File: src/rtl/bscan_tap_ctrl.sv
// rtl/bscan_tap_ctrl.sv - IEEE 1149.1-style TAP controller driving an external boundary-scan chain
//
// Ports:
//   clk, rst        TCK and asynchronous active-high TAP reset (TRST equivalent)
//   tms, tdi        test mode select / test data in
//   tdo, tdo_en     test data out (combinational from state) and its enable (Shift-DR/IR)
//   bsr_si, bsr_so  serial in to / serial out from the external boundary-scan register
//   bsr_capture_en  capture pulse for BSR cells (Capture-DR with EXTEST/SAMPLE selected)
//   bsr_shift_dr    shift select for BSR cells (Shift-DR with EXTEST/SAMPLE selected)
//   bsr_update_en   update pulse for BSR cells (Update-DR with EXTEST/SAMPLE selected)
//   bsr_mode        1 while EXTEST is the current instruction
//   instr           current (updated) instruction
module bscan_tap_ctrl #(
  parameter int unsigned          IR_WIDTH     = 4,
  parameter logic [31:0]          IDCODE_VALUE = 32'h0000_0001,
  parameter logic [IR_WIDTH-1:0]  OP_EXTEST    = IR_WIDTH'(0),
  parameter logic [IR_WIDTH-1:0]  OP_SAMPLE    = IR_WIDTH'(1),
  parameter logic [IR_WIDTH-1:0]  OP_IDCODE    = IR_WIDTH'(2)
) (
  input  logic                clk,
  input  logic                rst,
  input  logic                tms,
  input  logic                tdi,
  output logic                tdo,
  output logic                tdo_en,
  output logic                bsr_si,
  input  logic                bsr_so,
  output logic                bsr_capture_en,
  output logic                bsr_shift_dr,
  output logic                bsr_update_en,
  output logic                bsr_mode,
  output logic [IR_WIDTH-1:0] instr
);

  typedef enum logic [3:0] {
    TLR    = 4'd0,
    RTI    = 4'd1,
    SEL_DR = 4'd2,
    CAP_DR = 4'd3,
    SH_DR  = 4'd4,
    EX1_DR = 4'd5,
    PAU_DR = 4'd6,
    EX2_DR = 4'd7,
    UPD_DR = 4'd8,
    SEL_IR = 4'd9,
    CAP_IR = 4'd10,
    SH_IR  = 4'd11,
    EX1_IR = 4'd12,
    PAU_IR = 4'd13,
    EX2_IR = 4'd14,
    UPD_IR = 4'd15
  } tap_state_t;

  // The fixed 2'b01 pattern the IR captures, zero-extended to the IR width.
  localparam logic [IR_WIDTH-1:0] IR_CAPTURE = IR_WIDTH'(1);

  tap_state_t          state;
  tap_state_t          state_nxt;
  logic [IR_WIDTH-1:0] ir_sr;
  logic                bypass_q;
  logic [31:0]         idcode_sr;

  logic sel_bsr;
  logic sel_idcode;
  logic sel_bypass;

  // Data register selection: anything that is not a defined opcode falls to bypass.
  assign sel_bsr    = (instr == OP_EXTEST) || (instr == OP_SAMPLE);
  assign sel_idcode = (instr == OP_IDCODE);
  assign sel_bypass = !sel_bsr && !sel_idcode;

  always_ff @(posedge clk or posedge rst) begin
    if (rst) begin
      state <= TLR;
    end else begin
      state <= state_nxt;
    end
  end

  always_comb begin
    state_nxt = state;
    unique case (state)
      TLR:    state_nxt = tms ? TLR    : RTI;
      RTI:    state_nxt = tms ? SEL_DR : RTI;
      SEL_DR: state_nxt = tms ? SEL_IR : CAP_DR;
      CAP_DR: state_nxt = tms ? EX1_DR : SH_DR;
      SH_DR:  state_nxt = tms ? EX1_DR : SH_DR;
      EX1_DR: state_nxt = tms ? UPD_DR : PAU_DR;
      PAU_DR: state_nxt = tms ? EX2_DR : PAU_DR;
      EX2_DR: state_nxt = tms ? UPD_DR : SH_DR;
      UPD_DR: state_nxt = tms ? SEL_DR : RTI;
      SEL_IR: state_nxt = tms ? TLR    : CAP_IR;
      CAP_IR: state_nxt = tms ? EX1_IR : SH_IR;
      SH_IR:  state_nxt = tms ? EX1_IR : SH_IR;
      EX1_IR: state_nxt = tms ? UPD_IR : PAU_IR;
      PAU_IR: state_nxt = tms ? EX2_IR : PAU_IR;
      EX2_IR: state_nxt = tms ? UPD_IR : SH_IR;
      UPD_IR: state_nxt = tms ? SEL_DR : RTI;
      default: state_nxt = TLR;
    endcase
  end

  // Instruction register. instr only moves on leaving UPD_IR or on any FSM
  // entry into TLR; a partially shifted IR is never applied.
  always_ff @(posedge clk or posedge rst) begin
    if (rst) begin
      ir_sr <= '0;
      instr <= OP_IDCODE;
    end else begin
      if (state == CAP_IR) begin
        ir_sr <= IR_CAPTURE;
      end else if (state == SH_IR) begin
        ir_sr <= {tdi, ir_sr[IR_WIDTH-1:1]};
      end

      if (state_nxt == TLR) begin
        instr <= OP_IDCODE;
      end else if (state == UPD_IR) begin
        instr <= ir_sr;
      end
    end
  end

  // Internal data registers; only the one selected by instr moves.
  always_ff @(posedge clk or posedge rst) begin
    if (rst) begin
      bypass_q  <= 1'b0;
      idcode_sr <= IDCODE_VALUE;
    end else begin
      if (state == CAP_DR) begin
        if (sel_idcode) begin
          idcode_sr <= IDCODE_VALUE;
        end else if (sel_bypass) begin
          bypass_q <= 1'b0;
        end
      end else if (state == SH_DR) begin
        if (sel_idcode) begin
          idcode_sr <= {tdi, idcode_sr[31:1]};
        end else if (sel_bypass) begin
          bypass_q <= tdi;
        end
      end
    end
  end

  always_comb begin
    tdo = 1'b0;
    if (state == SH_IR) begin
      tdo = ir_sr[0];
    end else if (state == SH_DR) begin
      if (sel_bsr) begin
        tdo = bsr_so;
      end else if (sel_idcode) begin
        tdo = idcode_sr[0];
      end else begin
        tdo = bypass_q;
      end
    end
  end

  assign tdo_en         = (state == SH_DR) || (state == SH_IR);
  assign bsr_si         = tdi;
  assign bsr_capture_en = (state == CAP_DR) && sel_bsr;
  assign bsr_shift_dr   = (state == SH_DR)  && sel_bsr;
  assign bsr_update_en  = (state == UPD_DR) && sel_bsr;
  assign bsr_mode       = (instr == OP_EXTEST);

endmodule

File: config.mk
export PLATFORM = sky130hd
export DESIGN_NAME = bscan_tap_ctrl
export DESIGN_NICKNAME = d
export VERILOG_FILES = /design/src/rtl/bscan_tap_ctrl.sv
export SDC_FILE = /design/constraint.sdc
export NUM_CORES = 1
export LEC_CHECK = 0
export ABC_CLOCK_PERIOD_IN_PS = 1900
export CAP_MARGIN = 30
export CORE_MARGIN = 8
export CORE_UTILIZATION = 54
export CTS_BUF_LIST = sky130_fd_sc_hd__clkbuf_2
export DETAILED_ROUTE_END_ITERATION = 10
export PLACE_DENSITY_LB_ADDON = 0.15
export SLEW_MARGIN = 10
export SYNTH_ARGS = -nofsm -noshare
export SYNTH_HDL_FRONTEND = slang
export SYNTH_SLANG_ARGS = --single-unit
File: constraint.sdc
create_clock -name clk -period 1.9 [get_ports clk]
set_input_delay 0.285 -clock clk [delete_from_list [all_inputs] [get_ports clk]]
set_output_delay 0.285 -clock clk [all_outputs]
set_load 0.1 [all_outputs]
==> metrics.md <==
| Metric | Value |
|---|---|
| Wirelength per Cell | `14.1 microns` |
| Hold/Removal Path Class | `in -> async` |
| Die Span Y | `78.2 microns` |
| Die W | `78.2 microns` |
| Core area | `3690 sq um` |
| Net Count, Synth | `246` |
| Tcrit/Tclk final | `116%` |
| Failing checks | `setup timing` |
| RSZ-0062 raised after global routing | `true` |
| Overflow after GRT | `0` |
| Avg Cell Area, Syn | `8.68 sq um` |
| Final Wtd Congestion | `0.796` |
| Clock buffer depth | `2` |
| Launch point of the worst path | `state[1]` |
| Layout area overhead | `27.2%` |
| H-tree depth | `2` |
| CP required | `1.62 ns` |
| Status | `finished with violations` |
| Layout cells sized above 1 | `20.4%` |
| Max-cap violations | `0` |
| Pre-CTS setup slack | `0.0661 ns` |
| Final Critical Period | `2.20 ns` |
| Final setup vio count | `33` |
| Prevailing post-synth register cell | `dfrtp_1` |
| DR pass1 iterations | `4` |
| Clock Skews | `0.0184 ns` |
| First-pass GRT wire length | `7160 microns` |
| Synth cell count leaders | `nand2_1 (76), dfrtp_1 (43), o21ai_1 (32)` |
| TritonCTS clock tree | `done` |
| Worst path arrival time | `1.92 ns` |
| Fin nets | `269` |
| Syn Std Cell Area | `2090 sq um` |
| Post-DRT Antenna Nets | `0` |
| Post-synth EDFFs | `0` |
| Power Total | `4.50 mW` |
| IO Port Bufs | `15` |
| Hpwl dp | `2680 microns` |
| # DRC | `0` |
| CP Class | `reg -> out` |
| Initial antenna violation count | `0` |
| Final Max Slew Viols | `0` |
| I/O pin total | `16` |
| Vias | `1,724` |
| Crit end category | `output port` |
| Number of global-route vias before repair | `1,545` |
| Setup slack after layout | `-0.303 ns` |
| R2R depth | `5` |
| Fraction of registers with async set/reset | `100%` |
| Top post-synthesis cells by area | `dfrtp_1 (51%), nand2_1 (14%), o21ai_1 (7.7%)` |
| Worst vdd ir | `1240 uV` |
| Netlist cell types | `33` |
| Top cell type's share of synthesized area | `51.4%` |
| Crit Path Max Fanout | `2` |
| Synth area leader | `dfrtp_1` |
| Sink Count | `45` |
| Antenna cell count | `0` |
| FP Rows | `22` |
| Starting density of the core | `56.7%` |
| Reg2Reg Launch Point | `instr[1]` |
| Die ar. | `6120 sq um` |
| DRT iter0 DRCs | `126` |
| Drt total wl | `4420 microns` |
| Worst setup SP type | `flop` |
| Post-placement cell count | `296` |
| Top-count cell post-synth | `nand2_1` |
| Aggregate global-route resource usage | `14.4%` |
| Final Non-Filler Cells | `313` |
| Power density over cell area | `1690 nW/um^2` |
| Clk_lat worst skew | `0.44 ns` |
| Leak Pwr | `1.15 nW` |
| Share of the yosys chip area belonging to registers | `53.9%` |
| Slew headroom | `75.2%` |
| Root buffer cell | `clkbuf_2` |
| Reg2reg setup slack | `-0.03 ns` |
| DR vias/cell | `5.51` |
| CTS clk-pin slew, worst paths | `0.24 ns` |
| Least-Margin Pin Slew | `0.371 ns` |
| Yosys warnings | `0` |
| Mapped Cells | `241` |
| Max Clock Freq | `454 MHz` |
| Clock buffer count from CTS | `5` |
| Reg-to-Reg End | `idcode_sr[7]` |
| #FFs+latches synth | `45` |
| Largest net degree at the start of global routing | `65` |
| Final hold viol count | `0` |
-- logic make-up (layout without fill, tap and decap cells) --
kind of cell	Yosys count	in the layout	synth area share, %
mux	4	4	1.91
simple gates	108	108	22.2
buf+inv	24	48	5.92
xor+xnor	2	2	0.837
flops	45	45	53.9
compound gates	58	58	15.1
-- cell type report --
type,count,area [sq um]
Timing Repair Buffer,34,449
Tap cell,48,60.1
Multi-Input combinational cell,172,945
Sequential cell,45,1140
Clock inverter,3,20.0
Fill cell,276,1030
Inverter,6,22.5
Clock buffer,5,25.0
-- through the flow --
step	area, sq um	setup TNS, ns	util (%)	hold slack (ns)
after floorplan	2180	-1.66	-	0.430
after global placement	2460	0	66.6	0.455
after detailed placement	2460	0	66.6	0.460
after CTS	2570	-1.55	69.6	0.137
after global routing	2660	-3.91	72.1	0.169
final	2660	-1.69	72.1	0.139
-- cells in the final DEF, fill, tap and decap left out, drive strengths merged, types with 3 or more instances in the layout --
| cell | n |
|---|---|
| a21oi | 8 |
| buf | 28 |
| clkbuf | 7 |
| clkdlybuf4s50 | 4 |
| dfrtp | 43 |
| inv | 6 |
| mux2i | 4 |
| nand2 | 76 |
| nand3 | 3 |
| nor2 | 12 |
| nor2b | 5 |
| o21ai | 42 |
-- sequential cells by signal (all words and copies together), names as in the netlist --
signal / flops
bypass_q: 1
instr: 4
state: 4
ir_sr: 4
idcode_sr: 32
-- routing by layer --
layer  up-vias  part of all wire [%]  GRT usage (%)
li1        843                     -              -
met1       833                    46           17.9
met2        41                    47           22.2
met3         7                   5.8           4.90
met4         0                   1.4           6.11
met5         -                     0              0
-- worst max-delay path: stages, from the launching register on --
cell     delay (ns)
dfrtp_1        0.45
or4b_4         0.55
o41ai_4        0.28
buf_12         0.22
-- power breakdown --
part	leakage, nW	internal (mW)	switching (mW)
combinational	0.522	1.03	1.66
clock	0.0270	0.0910	0.337
sequential	0.597	1.21	0.173
-- worst max path at each step --
stage	end	slack (ns)
finish	tdo	-0.30
global route	tdo	-0.42
CTS	tdo	-0.33
detailed placement	tdo	0.07
global placement	tdo	0.07
floorplan	tdo	-0.57
-- what timing repair did --
action                     in CTS  in global routing
cloned                          0                  2
pin swaps                       3                  2
gates resized for setup         5                  6
buffers inserted                5                  2
hold buffers                    0                  0
setup endpoints to repair       6                 38
(Power assumes the default switching activity.)
